[config.mk]
export PLATFORM = sky130hd
export DESIGN_NAME = hazard_unit
export DESIGN_NICKNAME = d
export VERILOG_FILES = /design/src/rtl/pipe_pkg.sv /design/src/rtl/fwd_select.sv /design/src/rtl/hazard_unit.sv
export SDC_FILE = /design/constraint.sdc
export NUM_CORES = 1
export LEC_CHECK = 0
export BUFFER_PORTS_ARGS = -buffer_cell sky130_fd_sc_hd__buf_4
export CORE_UTILIZATION = 57
export CTS_BUF_LIST = sky130_fd_sc_hd__clkbuf_2 sky130_fd_sc_hd__clkbuf_4 sky130_fd_sc_hd__clkbuf_8
export CTS_CLUSTER_DIAMETER = 150
export DETAILED_ROUTE_END_ITERATION = 8
export GPL_TIMING_DRIVEN = 0
export PLACE_DENSITY_LB_ADDON = 0.2
export RECOVER_POWER = 50
export SETUP_SLACK_MARGIN = 0.5
export SYNTH_ARGS = -nofsm -noshare
export SYNTH_HDL_FRONTEND = slang
export SYNTH_HIERARCHICAL = 1
export SYNTH_SLANG_ARGS = --single-unit
[constraint.sdc]
create_clock -name clk_div -period 6.39 [get_ports clk_div]
set_input_delay 1.5975 -clock clk_div [delete_from_list [all_inputs] [get_ports clk_div]]
set_output_delay 1.5975 -clock clk_div [all_outputs]
set_load 0.02 [all_outputs]
[src/rtl/pipe_pkg.sv]
// rtl/pipe_pkg.sv - shared types for the pipeline hazard controller
package pipe_pkg;

    typedef enum logic [1:0] {
        FWD_REG = 2'b00,
        FWD_WB  = 2'b01,
        FWD_MEM = 2'b10
    } fwd_sel_t;

    typedef enum logic {
        RUN   = 1'b0,
        STALL = 1'b1
    } hz_state_t;

endpackage

[src/rtl/fwd_select.sv]
// rtl/fwd_select.sv - EX-stage operand forwarding priority comparator
module fwd_select
    import pipe_pkg::*;
#(
    parameter int REG_W = 5
) (
    input  logic [REG_W-1:0] ex_rs,
    input  logic             mem_reg_write,
    input  logic [REG_W-1:0] mem_rd,
    input  logic             wb_reg_write,
    input  logic [REG_W-1:0] wb_rd,
    output logic [1:0]       sel
);

    // Youngest producer (MEM) wins over WB; x0 is hard-wired zero and never forwarded
    always_comb begin
        sel = FWD_REG;
        if (mem_reg_write && (mem_rd != '0) && (mem_rd == ex_rs)) begin
            sel = FWD_MEM;
        end else if (wb_reg_write && (wb_rd != '0) && (wb_rd == ex_rs)) begin
            sel = FWD_WB;
        end
    end

endmodule

[src/rtl/hazard_unit.sv]
// rtl/hazard_unit.sv - load-use stall, branch flush, forwarding and event counters
module hazard_unit
    import pipe_pkg::*;
#(
    parameter int REG_W    = 5,
    parameter int LOAD_LAT = 1,
    parameter int CNT_W    = 32
) (
    input  logic             clk_div,
    input  logic             rst,
    input  logic [REG_W-1:0] id_rs1,
    input  logic [REG_W-1:0] id_rs2,
    input  logic             id_use_rs1,
    input  logic             id_use_rs2,
    input  logic [REG_W-1:0] ex_rs1,
    input  logic [REG_W-1:0] ex_rs2,
    input  logic [REG_W-1:0] ex_rd,
    input  logic             ex_mem_read,
    input  logic [REG_W-1:0] mem_rd,
    input  logic [REG_W-1:0] wb_rd,
    input  logic             mem_reg_write,
    input  logic             wb_reg_write,
    input  logic             branch_taken,
    output logic [1:0]       fwd_a,
    output logic [1:0]       fwd_b,
    output logic             pc_write,
    output logic             ifid_write,
    output logic             ifid_flush,
    output logic             idex_flush,
    output logic             exmem_flush,
    output logic [CNT_W-1:0] stall_cnt,
    output logic [CNT_W-1:0] flush_cnt
);

    // bub_cnt only needs to hold LOAD_LAT-1 (the bubbles left after the first one)
    localparam int               BUB_W    = (LOAD_LAT > 1) ? $clog2(LOAD_LAT) : 1;
    localparam logic [BUB_W-1:0] BUB_INIT = BUB_W'(LOAD_LAT - 1);

    hz_state_t        state_q, state_d;
    logic [BUB_W-1:0] bub_cnt_q, bub_cnt_d;
    logic [CNT_W-1:0] stall_cnt_q, stall_cnt_d;
    logic [CNT_W-1:0] flush_cnt_q, flush_cnt_d;

    logic       lu;
    logic       stall;
    logic       flush;
    logic [1:0] fwd_a_raw;
    logic [1:0] fwd_b_raw;

    fwd_select #(.REG_W(REG_W)) u_fwd_a (
        .ex_rs         (ex_rs1),
        .mem_reg_write (mem_reg_write),
        .mem_rd        (mem_rd),
        .wb_reg_write  (wb_reg_write),
        .wb_rd         (wb_rd),
        .sel           (fwd_a_raw)
    );

    fwd_select #(.REG_W(REG_W)) u_fwd_b (
        .ex_rs         (ex_rs2),
        .mem_reg_write (mem_reg_write),
        .mem_rd        (mem_rd),
        .wb_reg_write  (wb_reg_write),
        .wb_rd         (wb_rd),
        .sel           (fwd_b_raw)
    );

    assign lu = ex_mem_read && (ex_rd != '0) &&
                ((id_use_rs1 && (ex_rd == id_rs1)) || (id_use_rs2 && (ex_rd == id_rs2)));

    // Event decode: a taken branch overrides any pending or new load-use stall
    always_comb begin
        flush = branch_taken;
        stall = !branch_taken && ((state_q == STALL) || lu);
    end

    // Next state: the first bubble is issued from RUN, the remaining LOAD_LAT-1 from STALL
    always_comb begin
        state_d   = state_q;
        bub_cnt_d = bub_cnt_q;
        if (flush) begin
            state_d   = RUN;
            bub_cnt_d = '0;
        end else if (state_q == STALL) begin
            if (bub_cnt_q <= BUB_W'(1)) begin
                state_d   = RUN;
                bub_cnt_d = '0;
            end else begin
                bub_cnt_d = bub_cnt_q - BUB_W'(1);
            end
        end else if (lu && (LOAD_LAT > 1)) begin
            state_d   = STALL;
            bub_cnt_d = BUB_INIT;
        end
    end

    // Saturating event counters: hold at all-ones instead of wrapping
    always_comb begin
        stall_cnt_d = stall_cnt_q;
        flush_cnt_d = flush_cnt_q;
        if (stall && (stall_cnt_q != '1)) begin
            stall_cnt_d = stall_cnt_q + CNT_W'(1);
        end
        if (flush && (flush_cnt_q != '1)) begin
            flush_cnt_d = flush_cnt_q + CNT_W'(1);
        end
    end

    // Pipeline control outputs; reset forces free-running flow with no forwarding
    always_comb begin
        pc_write    = 1'b1;
        ifid_write  = 1'b1;
        ifid_flush  = 1'b0;
        idex_flush  = 1'b0;
        exmem_flush = 1'b0;
        fwd_a       = FWD_REG;
        fwd_b       = FWD_REG;
        if (rst) begin
            fwd_a = fwd_a_raw;
            fwd_b = fwd_b_raw;
            if (flush) begin
                ifid_flush  = 1'b1;
                idex_flush  = 1'b1;
                exmem_flush = 1'b1;
            end else if (stall) begin
                pc_write   = 1'b0;
                ifid_write = 1'b0;
                idex_flush = 1'b1;
            end
        end
    end

    assign stall_cnt = stall_cnt_q;
    assign flush_cnt = flush_cnt_q;

    // State, bubble counter and event counters; reset abandons any pending bubbles
    always_ff @(posedge clk_div) begin
        if (!rst) begin
            state_q     <= RUN;
            bub_cnt_q   <= '0;
            stall_cnt_q <= '0;
            flush_cnt_q <= '0;
        end else begin
            state_q     <= state_d;
            bub_cnt_q   <= bub_cnt_d;
            stall_cnt_q <= stall_cnt_d;
            flush_cnt_q <= flush_cnt_d;
        end
    end

endmodule

==> results of run 1 <==
[state kept, by name, indices dropped and copies added (netlist names)]
name	cells
stall_cnt	32
flush_cnt	32
[stage by stage]
step	instances	power [uW]
after floorplan	433	450.6
after global placement	622	489.1
after detailed placement	622	491.8
after CTS	638	823.7
after global routing	638	844.6
final	638	820.5
[per-layer routing]
layer / part of all wire, % / routed length (um) / vias up
met5: 0 / 0 / -
met3: 6.4 / 643 / 16
met4: 1.4 / 144 / 0
li1: - / - / 1817
met1: 39 / 3855 / 1767
met2: 53 / 5326 / 157
[worst paths after layout]
kind,from,end,cells after the start
min reg2reg,stall_cnt[20],stall_cnt[20],2
max,ex_rd[4],pc_write,9
max reg2reg,flush_cnt[0],flush_cnt[2],8
min,stall_cnt[20],stall_cnt[20],2
[Yosys cell counts, types with 4 or more instances]
master | number | area (um^2)
nand2_1 | 33 | 123.9
mux2i_1 | 4 | 40.04
nor2_1 | 42 | 157.7
o31ai_1 | 10 | 75.07
clkbuf_1 | 9 | 33.78
or3_1 | 17 | 106.4
xnor2_1 | 31 | 271.5
dfxtp_1 | 64 | 1281
nand4_1 | 21 | 131.4
or4_1 | 10 | 75.07
a21oi_1 | 28 | 140.1
nand2b_1 | 5 | 31.28
inv_1 | 5 | 18.77
and3_1 | 6 | 37.54
nand3_1 | 31 | 155.2
xor2_1 | 26 | 227.7
nor3_1 | 11 | 55.05
and4_1 | 6 | 52.55
nor4_1 | 5 | 31.28
o21ai_0 | 16 | 80.08
and2_1 | 11 | 68.82
[report_power, final]
| part | total [uW] | leakage [uW] | internal, uW | switching, uW |
|---|---|---|---|---|
| logic | 79.7 | 0.000909 | 37.1 | 42.5 |
| clock network | 339 | 0.0000955 | 182 | 157 |
| registers | 402 | 0.000516 | 400 | 1.85 |
| total | 820 | 0.00152 | 619 | 201 |
[worst reg2reg max path: cells and delay by family, from the launching register on]
kind / cells / cell delay [ps]
compound gates: 1 / 660
xor+xnor: 1 / 150
fa+ha+maj: 1 / 260
buf+inv: 1 / 330
flops: 1 / 410
simple gates: 4 / 600
[layout make-up]
type,count,share of cell area [%]
Buffer,15,1.729
Clock inverter,6,1.339
Sequential cell,64,28.56
Inverter,5,0.4183
Timing Repair Buffer,114,13.72
Tap cell,75,2.091
Multi-Input combinational cell,349,49.22
Clock buffer,10,2.928
[cells by family (layout without fill, tap and decap cells)]
| family | count (synthesis) | after routing |
|---|---|---|
| compound gates | 69 | 69 |
| xor+xnor | 57 | 57 |
| fa+ha+maj | 2 | 2 |
| buf+inv | 20 | 150 |
| flops | 64 | 64 |
| mux | 4 | 4 |
| simple gates | 217 | 217 |
==> results.json, run 1 <==
{
  "gr-usage-met3_pct": 6.629,
  "ios": 116,
  "synth_seq_area_share_pct": 35.68,
  "cts_tree": "yes",
  "p_leak_uw": 0.001521,
  "path_max_fanout": 10,
  "clock-sinks": 64,
  "tns_ps": 0,
  "cts_inserted_buffers": 9,
  "firstDrtPassIters": 5,
  "synth-edff-count": 0,
  "vias": 3757,
  "viasPerCell": 5.889,
  "area_growth_pct": 24.95,
  "final_core_util_pct": 74.90,
  "hp-class": "flop to flop",
  "grt_most_used_layer": "met2",
  "start_kind": "input pin",
  "path_clk_slew_ps": 70,
  "die_area_mm2": 0.006621,
  "drive_above_1_share_pct": 15.45,
  "cpMaxStageDelayCell": "o22ai_1",
  "clock_latency_ps": 340,
  "slowest_delay_ps": 360,
  "seq_area_mm2": 0.001281,
  "die_width_um": 81.37,
  "design_area_mm2": 0.004487,
  "antenna_found_initial": 0,
  "track_usage_pct": 31.34,
  "synthSimpleGateAreaFrac_pct": 33.14,
  "status": "finished clean",
  "min_period_ps": 4931,
  "finalHoldViolations": 0,
  "drv_slew": 0,
  "synth-xor-area-share_pct": 13.90,
  "crit_type": "input pin to output port",
  "finalSetupViolCount": 0,
  "wl_mm": 9.970,
  "start_util_pct": 59.94,
  "synth_compound_area_share_pct": 12.79,
  "critPathCaptureType": "output port",
  "cp_common_cell": "buf_4",
  "ys.flop_type": "dfxtp_1",
  "coreArea_mm2": 0.005991,
  "syn_area_per_cell_um2": 8.293,
  "worstPathBufferInverterCount": 4,
  "synthAdderAreaFrac_pct": 0.6969,
  "drtIter0Drc": 147,
  "grt_pass1_wl_mm": 15.99,
  "ir_worst_vdd_v": 0.0001541,
  "rrSetupSlack_ps": 3850,
  "die_y_um": 81.37,
  "synth.distinct_cells": 49,
  "grt_use_met1_pct": 32.12,
  "placed_area_mm2": 0.004541,
  "tightest_slew_ps": 746.2,
  "use_met2_pct": 60.42,
  "overflow": 0,
  "synth_top_family_by_area": "simple AND/OR/NAND/NOR gates",
  "power_density_mw_per_mm2": 182.9,
  "multi_input_area_mm2": 0.002208,
  "finalCritPeriodShare_pct": 77.17,
  "crit_family": "buffers and inverters",
  "finalWorstSetupSlack_ps": 1459,
  "crit_chain": "buf_4 > xnor2_1 > nand4_1 > o22ai_1 > buf_2 > nor2b_1 > nand3b_1 > buf_4 > buf_4",
  "ctsHoldBuffers": 0,
  "maxCapViolations": 0,
  "syn_area_mm2": 0.003591,
  "async_flop_share_pct": 0,
  "cts_resized": 0,
  "holdWs_ps": 485.2,
  "first_global_vias": 3665,
  "post_cts_buffers": 0,
  "placementRows": 28,
  "place_congestion": 0.8365,
  "slew_headroom_pct": 49.83,
  "cts_buffer_depth": 2,
  "hpwlAfterDp_mm": 7.404,
  "route.detailed.drc": 0,
  "synthCells": 433,
  "critPathRequiredTime_ps": 4790,
  "num-nets-final": 603,
  "yosys_warnings": 6,
  "critPathArrivalTime_ps": 3330,
  "place_ws_ps": 1470,
  "htreeDepth": 3,
  "final_cell_mix": "73 x clkbuf_1, 64 x dfxtp_1, 53 x buf_4",
  "final_antenna_net_count": 0,
  "root_buffer": "clkbuf_8",
  "rsz0062_at_grt": "false",
  "synthMuxAreaShare_pct": 1.115,
  "finClkSkew_ps": 6.123,
  "port_buffers": 114,
  "synth-seq-cells": 64,
  "synth_nets": 478,
  "antenna_cells": 0,
  "avgRoutedWirePerCell_um": 15.63,
  "grt_max_degree": 12,
  "fillers": 514,
  "final_common_cell": "clkbuf_1",
  "fmax_mhz": 202.8
}
No activity file was read; power rests on OpenSTA's default activity.
==> run 2, diff against run 1 <==
Settings changed: CORE_UTILIZATION 57 to 48.
Clock period 6.39 ns to 4.3 ns, I/O delays scaled along.
==> run 2 against run 1 <==
Effect of this change:
- core utilization shrank 12 points
- count of clock-buffer cells in the layout rose by 1
- flip-flop and latch count is the same
- sequential power up 49%
- setup slack got worse by 860 ps
- critical path depth stayed put
- die area is 18% higher
- final cell count is 3.8% higher
- critical path type unchanged
- largest cell class unchanged
- largest power group unchanged
==> results.json, run 2 (same netlist as run 1, synthesis figures left out) <==
{
  "status": "finished clean",
  "track_usage_pct": 24.89,
  "die_width_um": 88.50,
  "drtIter0Drc": 139,
  "path_max_fanout": 10,
  "switching_share_pct": 24.06,
  "p_leak_uw": 0.001535,
  "firstDrtPassIters": 4,
  "maxCapViolations": 0,
  "final_common_cell": "clkbuf_1",
  "placed_area_mm2": 0.004571,
  "start_kind": "input pin",
  "clock-sinks": 64,
  "worstPathBufferInverterCount": 4,
  "cts_buffer_depth": 2,
  "slew_headroom_pct": 51.33,
  "wl_mm": 9.322,
  "avgRoutedWirePerCell_um": 14.08,
  "placementRows": 31,
  "fmax_mhz": 270.2,
  "antenna_found_initial": 0,
  "tightest_slew_ps": 724.5,
  "finalHoldViolations": 0,
  "coreArea_mm2": 0.007253,
  "power.switching_uw": 296.0,
  "root_buffer": "clkbuf_8",
  "min_period_ps": 3701,
  "ir_worst_vdd_v": 0.0001828,
  "route.detailed.drc": 0,
  "overflow": 0,
  "htreeDepth": 3,
  "die_area_mm2": 0.007831,
  "critPathRequiredTime_ps": 3220,
  "viasPerCell": 5.498,
  "finalCritPeriodShare_pct": 86.06,
  "grt_pass1_wl_mm": 15.14,
  "port_buffers": 114,
  "crit_chain": "buf_4 > xnor2_1 > nand4_1 > o22ai_2 > buf_4 > nor2b_1 > nand3b_1 > buf_4 > buf_4",
  "critPathCaptureType": "output port",
  "drive_above_1_share_pct": 15.81,
  "cpMaxStageDelayCell": "o22ai_2",
  "power.clock.fraction_pct": 41.9,
  "rsz0062_at_grt": "false",
  "die_y_um": 88.50,
  "place_congestion": 0.8051,
  "cp_common_cell": "buf_4",
  "crit_type": "input pin to output port",
  "area_growth_pct": 26.34,
  "path_clk_slew_ps": 70,
  "hpwlAfterDp_mm": 7.060,
  "p_seq_share_pct": 48.6,
  "place_ws_ps": 371.6,
  "finalWorstSetupSlack_ps": 599.4,
  "final_cell_mix": "73 x clkbuf_1, 64 x dfxtp_1, 55 x buf_4",
  "drv_slew": 0,
  "grt_max_degree": 11,
  "clock_latency_ps": 350,
  "design_area_mm2": 0.004537,
  "num-nets-final": 604,
  "slowest_delay_ps": 210,
  "power_density_mw_per_mm2": 271.2,
  "crit_family": "buffers and inverters",
  "finClkSkew_ps": 10.30,
  "tns_ps": 0,
  "finalSetupViolCount": 0,
  "comb_power_share_pct": 9.6,
  "cts_tree": "yes",
  "cts_inserted_buffers": 9,
  "final_antenna_net_count": 0,
  "vias": 3640,
  "p_int_uw": 934.4,
  "antenna_cells": 0,
  "first_global_vias": 3262,
  "critPathArrivalTime_ps": 2630,
  "hp-class": "flop to flop",
  "ios": 116,
  "start_util_pct": 49.51
}
run 2: cell count changes in the layout (fill, tap and decap cells not counted), sizes merged:
cell / delta
clkinvlp: -2
buf: +1
clkbuf: +1
run 2: worst paths after layout:
check	from	end	slack (ps)	cells after the start
setup / recovery	ex_rd[4]	pc_write	600	9
hold / removal	stall_cnt[20]	stall_cnt[20]	490	2
setup reg to reg	flush_cnt[0]	flush_cnt[7]	1890	8
hold reg to reg	stall_cnt[20]	stall_cnt[20]	490	2
run 2: layout make-up:
cell class / instances / area [um^2]
Fill cell: 712 / 2716
Clock inverter: 4 / 45.04
Timing Repair Buffer: 115 / 623.1
Multi-Input combinational cell: 349 / 2220
Sequential cell: 64 / 1281
Inverter: 5 / 18.77
Tap cell: 99 / 123.9
Buffer: 15 / 80.08
Clock buffer: 11 / 145.1
run 2: routing by layer:
metal / track usage (%) / vias up / part of all wire [%]
li1: - / 1825 / -
met1: 31.15 / 1701 / 44
met2: 43.36 / 99 / 48
met3: 6.250 / 15 / 6.0
met4: 5.132 / 0 / 1.4
met5: 0 / - / 0
run 2: timing repair:
item / CTS / global route
pin swaps: 0 / 1
buffers inserted: 0 / 1
hold buffers: 0 / 0
resized for setup: 2 / 0
setup endpoints to repair: 2 / 1
run 2: worst register-to-register path, stage by stage (launching register included):
cell and delay [ps]:
dfxtp_1 420, ha_1 250, nand4_1 160, or2_2 330, o31ai_2 500, buf_2 300, nor3_1 90, xnor2_1 180
nor2_1 50
run 2: per-stage QoR:
step / util (%) / power (uW) / hold WS (ps) / cells
finish: 62.55 / 1230 / 494.1 / 662
global route: 62.55 / 1275 / 521.2 / 662
CTS: 65.76 / 1241 / 499.6 / 661
detailed placement: 63.02 / 730.5 / 488.9 / 646
global placement: 63.02 / 728.1 / 470.3 / 646
floorplan: - / 669.6 / 552.3 / 433
run 2: power by group through the flow:
stage          Clock [uW]  Sequential (uW)  Combinational [uW]
2_1_floorplan           0              613                56.5
3_3_place_gp            0              611                 117
3_5_place_dp            0              611                 119
4_1_cts               523              598                 121
5_1_grt               549              597                 129
6_report              515              598                 118
